==> src/rtl/arb_pkg.sv <==
// Shared arbiter definitions: channel-index width helper and arbitration mode constants.
// ARB_MODE follows RR_ARB_MUX_FIXED_PRIO_EN so that benches can select the expected behaviour.
package arb_pkg;

    localparam int ARB_RR    = 32'sd0;
    localparam int ARB_FIXED = 32'sd1;

`ifdef RR_ARB_MUX_FIXED_PRIO_EN
    localparam int ARB_MODE = ARB_FIXED;
`else
    localparam int ARB_MODE = ARB_RR;
`endif

    // Bits needed to index n items; never less than one so that a 2-entry index stays valid.
    function automatic int sel_width(input int n);
        int w;
        w = 32'sd1;
        for (int i = 1; i < 32; i++) begin
            if ((32'sd1 << i) < n) begin
                w = i + 32'sd1;
            end else begin
                w = w;
            end
        end
        return w;
    endfunction

endpackage

==> src/rtl/rr_grant.sv <==
// Combinational rotating-priority grant: the first requester at or after ptr (with wrap-around) wins.
// Intended for reuse by other arbiters; ptr must be below N_CH.
module rr_grant
    import arb_pkg::*;
#(
    parameter  int N_CH  = 4,
    localparam int SEL_W = sel_width(N_CH)
) (
    input  logic [N_CH-1:0]  req,
    input  logic [SEL_W-1:0] ptr,
    output logic [N_CH-1:0]  grant,
    output logic [SEL_W-1:0] grant_idx,
    output logic             any_grant
);

    int idx;

    // Priority search starting at ptr; the first hit blocks all later candidates.
    always_comb begin
        grant     = {N_CH{1'b0}};
        grant_idx = {SEL_W{1'b0}};
        any_grant = 1'b0;
        idx       = 32'sd0;
        for (int off = 0; off < N_CH; off++) begin
            idx = int'(ptr) + off;
            if (idx >= N_CH) begin
                idx = idx - N_CH;
            end else begin
                idx = idx;
            end
            if (!any_grant && req[idx]) begin
                grant[idx] = 1'b1;
                grant_idx  = SEL_W'(idx);
                any_grant  = 1'b1;
            end else begin
                any_grant = any_grant;
            end
        end
    end

endmodule

==> src/rtl/rr_arb_mux.sv <==
// Registered N-channel round-robin arbitrated mux with valid/ready handshakes on both sides.
// Define RR_ARB_MUX_FIXED_PRIO_EN to drop the rotation pointer and give channel 0 fixed priority.
module rr_arb_mux
    import arb_pkg::*;
#(
    parameter  int N_CH   = 4,
    parameter  int DATA_W = 8,
    localparam int SEL_W  = sel_width(N_CH)
) (
    input  logic                     clk,
    input  logic                     rst,
    input  logic [N_CH-1:0]          in_valid,
    input  logic [N_CH*DATA_W-1:0]   in_data,
    output logic [N_CH-1:0]          in_ready,
    output logic                     out_valid,
    output logic [DATA_W-1:0]        out_data,
    output logic [SEL_W-1:0]         out_sel,
    input  logic                     out_ready
);

    logic              out_valid_q, out_valid_d;
    logic [DATA_W-1:0] out_data_q,  out_data_d;
    logic [SEL_W-1:0]  out_sel_q,   out_sel_d;

    logic [N_CH-1:0]   grant_s;
    logic [SEL_W-1:0]  grant_idx_s;
    logic              any_grant_s;
    logic              load_en_s;
    logic              xfer_s;
    logic [SEL_W-1:0]  ptr_s;

    rr_grant #(
        .N_CH (N_CH)
    ) u_grant (
        .req       (in_valid),
        .ptr       (ptr_s),
        .grant     (grant_s),
        .grant_idx (grant_idx_s),
        .any_grant (any_grant_s)
    );

    // Output slot can take a word when empty or being drained this cycle; reset blocks any handshake.
    always_comb begin
        load_en_s = !out_valid_q || out_ready;
        if (rst) begin
            in_ready = {N_CH{1'b0}};
            xfer_s   = 1'b0;
        end else begin
            in_ready = grant_s & {N_CH{load_en_s}};
            xfer_s   = load_en_s && any_grant_s;
        end
    end

`ifdef RR_ARB_MUX_FIXED_PRIO_EN
    assign ptr_s = {SEL_W{1'b0}};
`else
    logic [SEL_W-1:0] ptr_q, ptr_d;

    // Pointer moves just past the winner, and only when a transfer actually completes.
    always_comb begin
        if (xfer_s) begin
            ptr_d = (grant_idx_s == SEL_W'(N_CH - 1)) ? {SEL_W{1'b0}} : grant_idx_s + SEL_W'(1);
        end else begin
            ptr_d = ptr_q;
        end
    end

    // Rotation pointer register.
    always_ff @(posedge clk) begin
        if (rst) begin
            ptr_q <= {SEL_W{1'b0}};
        end else begin
            ptr_q <= ptr_d;
        end
    end

    assign ptr_s = ptr_q;
`endif

    // Next output word: load on transfer, go empty on an idle load slot, otherwise hold.
    always_comb begin
        out_valid_d = out_valid_q;
        out_data_d  = out_data_q;
        out_sel_d   = out_sel_q;
        if (xfer_s) begin
            out_valid_d = 1'b1;
            out_data_d  = in_data[int'(grant_idx_s)*DATA_W +: DATA_W];
            out_sel_d   = grant_idx_s;
        end else if (load_en_s) begin
            out_valid_d = 1'b0;
        end else begin
            out_valid_d = out_valid_q;
        end
    end

    // Output register stage.
    always_ff @(posedge clk) begin
        if (rst) begin
            out_valid_q <= 1'b0;
            out_data_q  <= {DATA_W{1'b0}};
            out_sel_q   <= {SEL_W{1'b0}};
        end else begin
            out_valid_q <= out_valid_d;
            out_data_q  <= out_data_d;
            out_sel_q   <= out_sel_d;
        end
    end

    assign out_valid = out_valid_q;
    assign out_data  = out_data_q;
    assign out_sel   = out_sel_q;

endmodule

==> config.mk <==
export PLATFORM = sky130hd
export DESIGN_NAME = rr_arb_mux
export DESIGN_NICKNAME = d
export VERILOG_FILES = /design/src/rtl/arb_pkg.sv /design/src/rtl/rr_grant.sv /design/src/rtl/rr_arb_mux.sv
export SDC_FILE = /design/constraint.sdc
export NUM_CORES = 1
export LEC_CHECK = 0
export CAP_MARGIN = 20
export CORE_MARGIN = 2
export CORE_UTILIZATION = 50
export CTS_CLUSTER_DIAMETER = 150
export DETAILED_ROUTE_END_ITERATION = 16
export PLACE_DENSITY = 0.67
export SYNTH_ARGS = -nofsm -noshare
export SYNTH_HDL_FRONTEND = slang
export SYNTH_SLANG_ARGS = --single-unit
==> constraint.sdc <==
create_clock -name clk -period 16.6 [get_ports clk]
set_clock_uncertainty 0.15 [all_clocks]
set_input_delay 4.15 -clock clk [delete_from_list [all_inputs] [get_ports clk]]
set_output_delay 4.15 -clock clk [all_outputs]
set_load 0.02 [all_outputs]
# Word level (Yosys, flattened, before mapping)
# Cells that the tools add are included.
classes:
  addsub: 8
  order_cmp: 12
  eq_ne: 1
  shift: 1
  muxes: 41
  bitwise: 4
  reduce_logical: 14
op_table:
  columns: ["cell", "count"]
  rows:
  - ["32-bit 2-to-1 mux", 9]
  - ["32-bit by 1-bit greater-or-equal comparator with 1-bit output, second input constant", 4]
  - ["32-bit by 4-bit greater-or-equal comparator with 1-bit output, second input constant", 4]
  - ["32-bit by 4-bit less-than comparator with 1-bit output, second input constant", 4]
  - ["32-bit by 4-bit subtractor with 32-bit output, second input constant", 4]
  - ["32-bit by 3-bit adder with 32-bit output, second input constant", 2]
  - ["32-bit by 1-bit adder with 32-bit output, second input constant", 1]
  - ["32-bit by 2-bit adder with 32-bit output, second input constant", 1]
  - ["32-bit by 2-bit == test with 1-bit output, second input constant", 1]
  - ["32-bit by 32-bit indexed part select with 8-bit output", 1]
  - ["4-bit 2-to-1 mux", 5]
  - ["1-bit 2-to-1 mux", 19]
  - ["4-bit bitwise OR", 3]
  - ["1-bit binary-select mux with 2-bit select", 4]
  - ["1-bit demux with 2-bit select", 4]
  - ["1-bit logical AND", 8]
  - ["4-bit AND", 1]
  - ["1-bit logical NOT", 4]
  - ["2-bit nonzero test", 1]
  - ["1-bit logical OR", 1]
totals:
  regBits: 73
  in_bits: 39
  wordCells: 85

# Longest topological paths before layout
logic_depth:
  depth_word: 18
  ltp_mapped: 22
  ltp_nobuf: 17

# Cells and area by module
# From an unflattened synthesis, not the netlist that was laid out.
hier_totals:
  cells_unflattened: 1419
  area_unflattened_um2: 10269.8
by_module_without_submodules:
  columns: ["mod", "n_inst", "cells_per_inst", "area_each_um2", "seq_area_each_um2"]
  rows:
  - ["rr_grant", 1, 1103, 7153.1, 0.0]
  - ["rr_arb_mux", 1, 316, 3116.7, 1461.4]

# Worst setup path before layout
# OpenSTA, ideal clock, no wires.
synth_timing:
  path_kind: "input -> output"
  from: "in in_valid[3]"
  to: "out in_ready[0]"
  t_arrival_ns: 7.514
  required_ns: 12.300
  path_slack_ns: 4.786
  cell_stages: 13
  n_path_buf: 1
  cell_sequence: "nand2_1 > o21ai_0 > o21ai_1 > nand2_1 > clkbuf_1 > nor2_1 > o2111ai_1 > or4_1 > a2111oi_0 > nand4_1 > a2111oi_0 > a222oi_1 > a21oi_1"
synth_via:
  elab_chain_cells: 15
synth_lines:
  columns: ["element", "line", "source"]
  rows:
  - ["from (decl)", "rr_arb_mux.sv:12", "input logic [N_CH-1:0] in_valid,"]
  - ["1-bit binary-select mux with 2-bit select", "rr_grant.sv:31", "if (!any_grant && req[idx]) begin"]
  - ["1-bit 2-to-1 mux (not written as such) (2 in a row)", "rr_grant.sv:31", null]
  - ["1-bit 2-to-1 mux", "rr_grant.sv:31", null]
  - ["1-bit logical NOT", "rr_grant.sv:31", null]
  - ["1-bit logical AND", "rr_grant.sv:31", null]
  - ["1-bit 2-to-1 mux", "rr_grant.sv:31", null]
  - ["1-bit logical NOT", "rr_grant.sv:31", null]
  - ["1-bit logical AND", "rr_grant.sv:31", null]
  - ["1-bit 2-to-1 mux", "rr_grant.sv:31", null]
  - ["1-bit logical NOT", "rr_grant.sv:31", null]
  - ["1-bit logical AND", "rr_grant.sv:31", null]
  - ["4-bit 2-to-1 mux *", "rr_grant.sv:31", null]
  - ["4-bit AND *", "rr_arb_mux.sv:49", "in_ready = grant_s & {N_CH{load_en_s}};"]
  - ["4-bit 2-to-1 mux *", "rr_arb_mux.sv:45", "if (rst) begin"]
  - ["to (decl)", "rr_arb_mux.sv:14", "output logic [N_CH-1:0] in_ready,"]
# Mark *: on every way between the ends. The rest lies on a longest branch, timed or not. The select of a mux whose other input is x is not followed.

# Final worst setup path
layout_timing:
  from: "in in_valid[3]"
  to: "out in_ready[2]"
# Same word-level chain as after synthesis.

==> results.tsv <==
metric	value	unit
synth_top_family_by_area	simple AND/OR/NAND/NOR gates	
fmax	0.0711	GHz
pin_count	84	
multiInputGateArea	9660	um2
min_period_over_period	84.7	%
worst_ep_required_time	12.30	ns
hold_class	flip-flop to flip-flop	
clock_latency	0.35	ns
cts_tree	yes	
total_leakage_power	4.31	nW
async_reset_ff_share	0	%
relSlewSlack	24.2	%
rsz0062_at_grt	false	
grt_pass1_wl	91000	um
grt_pass1_vias	13900	
io_buffers	83	
post_cts_buffers	0	
dp_cells	2039	
hold_viol_final	0	
wl_met2	24700	um
startpoint_type	input port	
max_cap_viol_count	0	
ctsHoldBuffers	0	
critPathMaxFanout	21	
postRouteWirelength	63000	um
end_kind	primary output	
rows	56	
first_pass_iters	6	
synth_edf_count	0	
synth-xor-area-share	10.6	%
die_h	157	um
clkSinkCount	73	
synth-simple-area-share	41.1	%
grt_max_degree	63	
cts_buffers	9	
clk_path_buf_depth	2	
wl_per_cell	30.6	um
worst_slew_pin_slew	1.13	ns
antenna_left	0	
synth_compound_area_share	24.9	%
dr_wl_met3	9490	um
cts-root-buf	clkbuf_16	
start_util	50.4	%
cts_resized	0	
gr-total-overflow	0	
drive_gt1_share	7.77	%
p_per_area	267	nW/um2
area_growth	12.7	%
drc	0	
vias	15700	
via_per_inst	7.61	
outcome	complete, no violations	
period_needed	14.07	ns
worst-setup-path-type	input port to primary output	
ir_drop	0.000140	V
gp_congestion	1.17	
synth_fa_ha_area_share	2.03	%
dieArea	24700	um2
htreeDepth	3	
final_max_slew_viol_count	0	
synth.area.mux_share	3.63	%
final_cells	2057	
drt-met1-wl	22800	um
hpwl	47700	um
yosys_warnings	0	
drt_iter0_drc	2673	
arrival	9.77	ns
top_layer_used	met5	
setup_viol	0	
die_w	157	um
synth.cell_area	11700	um2
syn_avg_cell_area	6.86	um2
synth-seq-cells	73	
syn_inst	1709	
synth_seq_area_share	12.5	%
ys.flop_type	dfxtp_1	
finalSetupTns	0	ns
grt_use_total	49.7	%
synth_cell_type_count	85	
synth_fp_nets	1767	
core_area	23300	um2
num-fill-cells	2292	
path_clk_slew	0.05	ns
antenna_found_initial	4	
layout.nets	1790	
regArea	1460	um2
-- cells in the final DEF (no fill, tap or decap), types with 18 or more instances in the layout --
cell             instances
nand4_1                 66
or4_1                   42
xor2_1                  45
o21ai_0                 90
ha_1                    19
nand3b_1                29
nor3_1                  85
nand3_1                 70
o31ai_1                 32
o211ai_1                18
nand2_1                183
and2_1                  30
nor2_1                 105
and4_1                  26
buf_4                   65
or3_1                   47
a211oi_1                25
nor4_1                  82
mux2i_1                 20
xnor2_1                 97
a31oi_1                 21
dfxtp_1                 73
clkdlybuf4s50_1         83
a21oi_1                 65
-- logic make-up (layout without fill, tap and decap cells) --
family / Yosys count / in the layout
AND/OR/NAND/NOR: 869 / 869
adder cells (fa/ha/maj): 19 / 19
buffers and inverters: 157 / 185
other: 0 / 1
flip-flops: 73 / 73
multiplexers: 36 / 36
XOR/XNOR: 142 / 142
AO/OA/AOI/OAI: 413 / 413
-- path summary, 6_finish.rpt --
check | slack [ns] | cells past startpoint | endpoint | from
hold / removal | 0.31 | 2 | out_sel[5]$_SDFFE_PP0P_ | out_sel[5]$_SDFFE_PP0P_
setup reg to reg | 8.53 | 16 | ptr_q[28]$_SDFFE_PP0P_ | ptr_q[0]$_SDFFE_PP0P_
setup / recovery | 2.53 | 15 | in_ready[2] | in_valid[3]
hold reg to reg | 0.31 | 2 | out_sel[5]$_SDFFE_PP0P_ | out_sel[5]$_SDFFE_PP0P_
-- cell usage after synthesis, types with 26 or more instances --
master    number  area, um2
nand3_1       70        350
dfxtp_1       73       1460
xnor2_1       97        850
nand4_1       66        413
xor2_1        45        394
nor3_1        85        425
or4_1         42        315
o21ai_0       91        455
a21oi_1       65        325
nor2_1       107        402
clkbuf_1     110        413
and2_1        30        188
nor4_1        82        513
o31ai_1       32        240
and4_1        26        228
or3_1         47        294
nand3b_1      29        218
nand2_1      183        687
-- sequential cells by signal (all words and copies together), names as in the netlist --
register   flops
out_valid      1
out_sel       32
ptr_q         32
out_data       8
-- routing by layer --
layer,track usage [%],vias to the layer above
met3,18.0,371
met2,70.6,1385
met5,0,-
li1,-,6628
met4,36.0,4
met1,61.6,7266
-- area by class of cell --
class                      count  share of cell area [%]
clock buffer                   9                    1.70
inverter                      19                   0.540
sequential                    73                    11.1
multi-input combinational   1479                    73.1
timing repair buffer         150                    10.1
clock inverter                 7                   0.455
tap                          319                    3.02
antenna                        1                  0.0189
-- where the power goes --
part | internal [mW] | leakage [nW] | switching, mW | total, mW
clock | 0.104 | 0.131 | 0.0881 | 0.192
sequential | 0.243 | 0.600 | 0.0643 | 0.307
combinational | 0.938 | 3.58 | 2.09 | 3.03
-- worst max-delay path, stage by stage --
cell             delay (ns)
clkdlybuf4s50_1        0.49
nand2_1                0.13
o21ai_0                0.08
o21ai_1                0.56
nand2_1                0.74
nor2_1                 0.58
o2111ai_1              0.18
or4_1                  0.48
a2111oi_0              0.63
nand4_1                0.18
a2111oi_0              0.41
buf_4                  0.22
a222oi_1               0.10
a21oi_1                0.19
clkdlybuf4s50_1        0.62
-- per-stage QoR --
stage | setup slack [ns] | total power, mW | hold WS [ns] | cell area [um2] | util, %
final | 2.53 | 3.53 | 0.310 | 13200 | 56.8
after global routing | 2.34 | 3.62 | 0.339 | 13200 | 56.8
after CTS | 2.90 | 3.32 | 0.314 | 13200 | 56.8
after detailed placement | 2.95 | 3.11 | 0.296 | 12900 | 55.5
after global placement | 3.06 | 3.11 | 0.285 | 12900 | 55.5
after floorplan | 4.79 | 2.11 | 0.371 | 11700 | -
No activity file was read; power rests on OpenSTA's default activity.
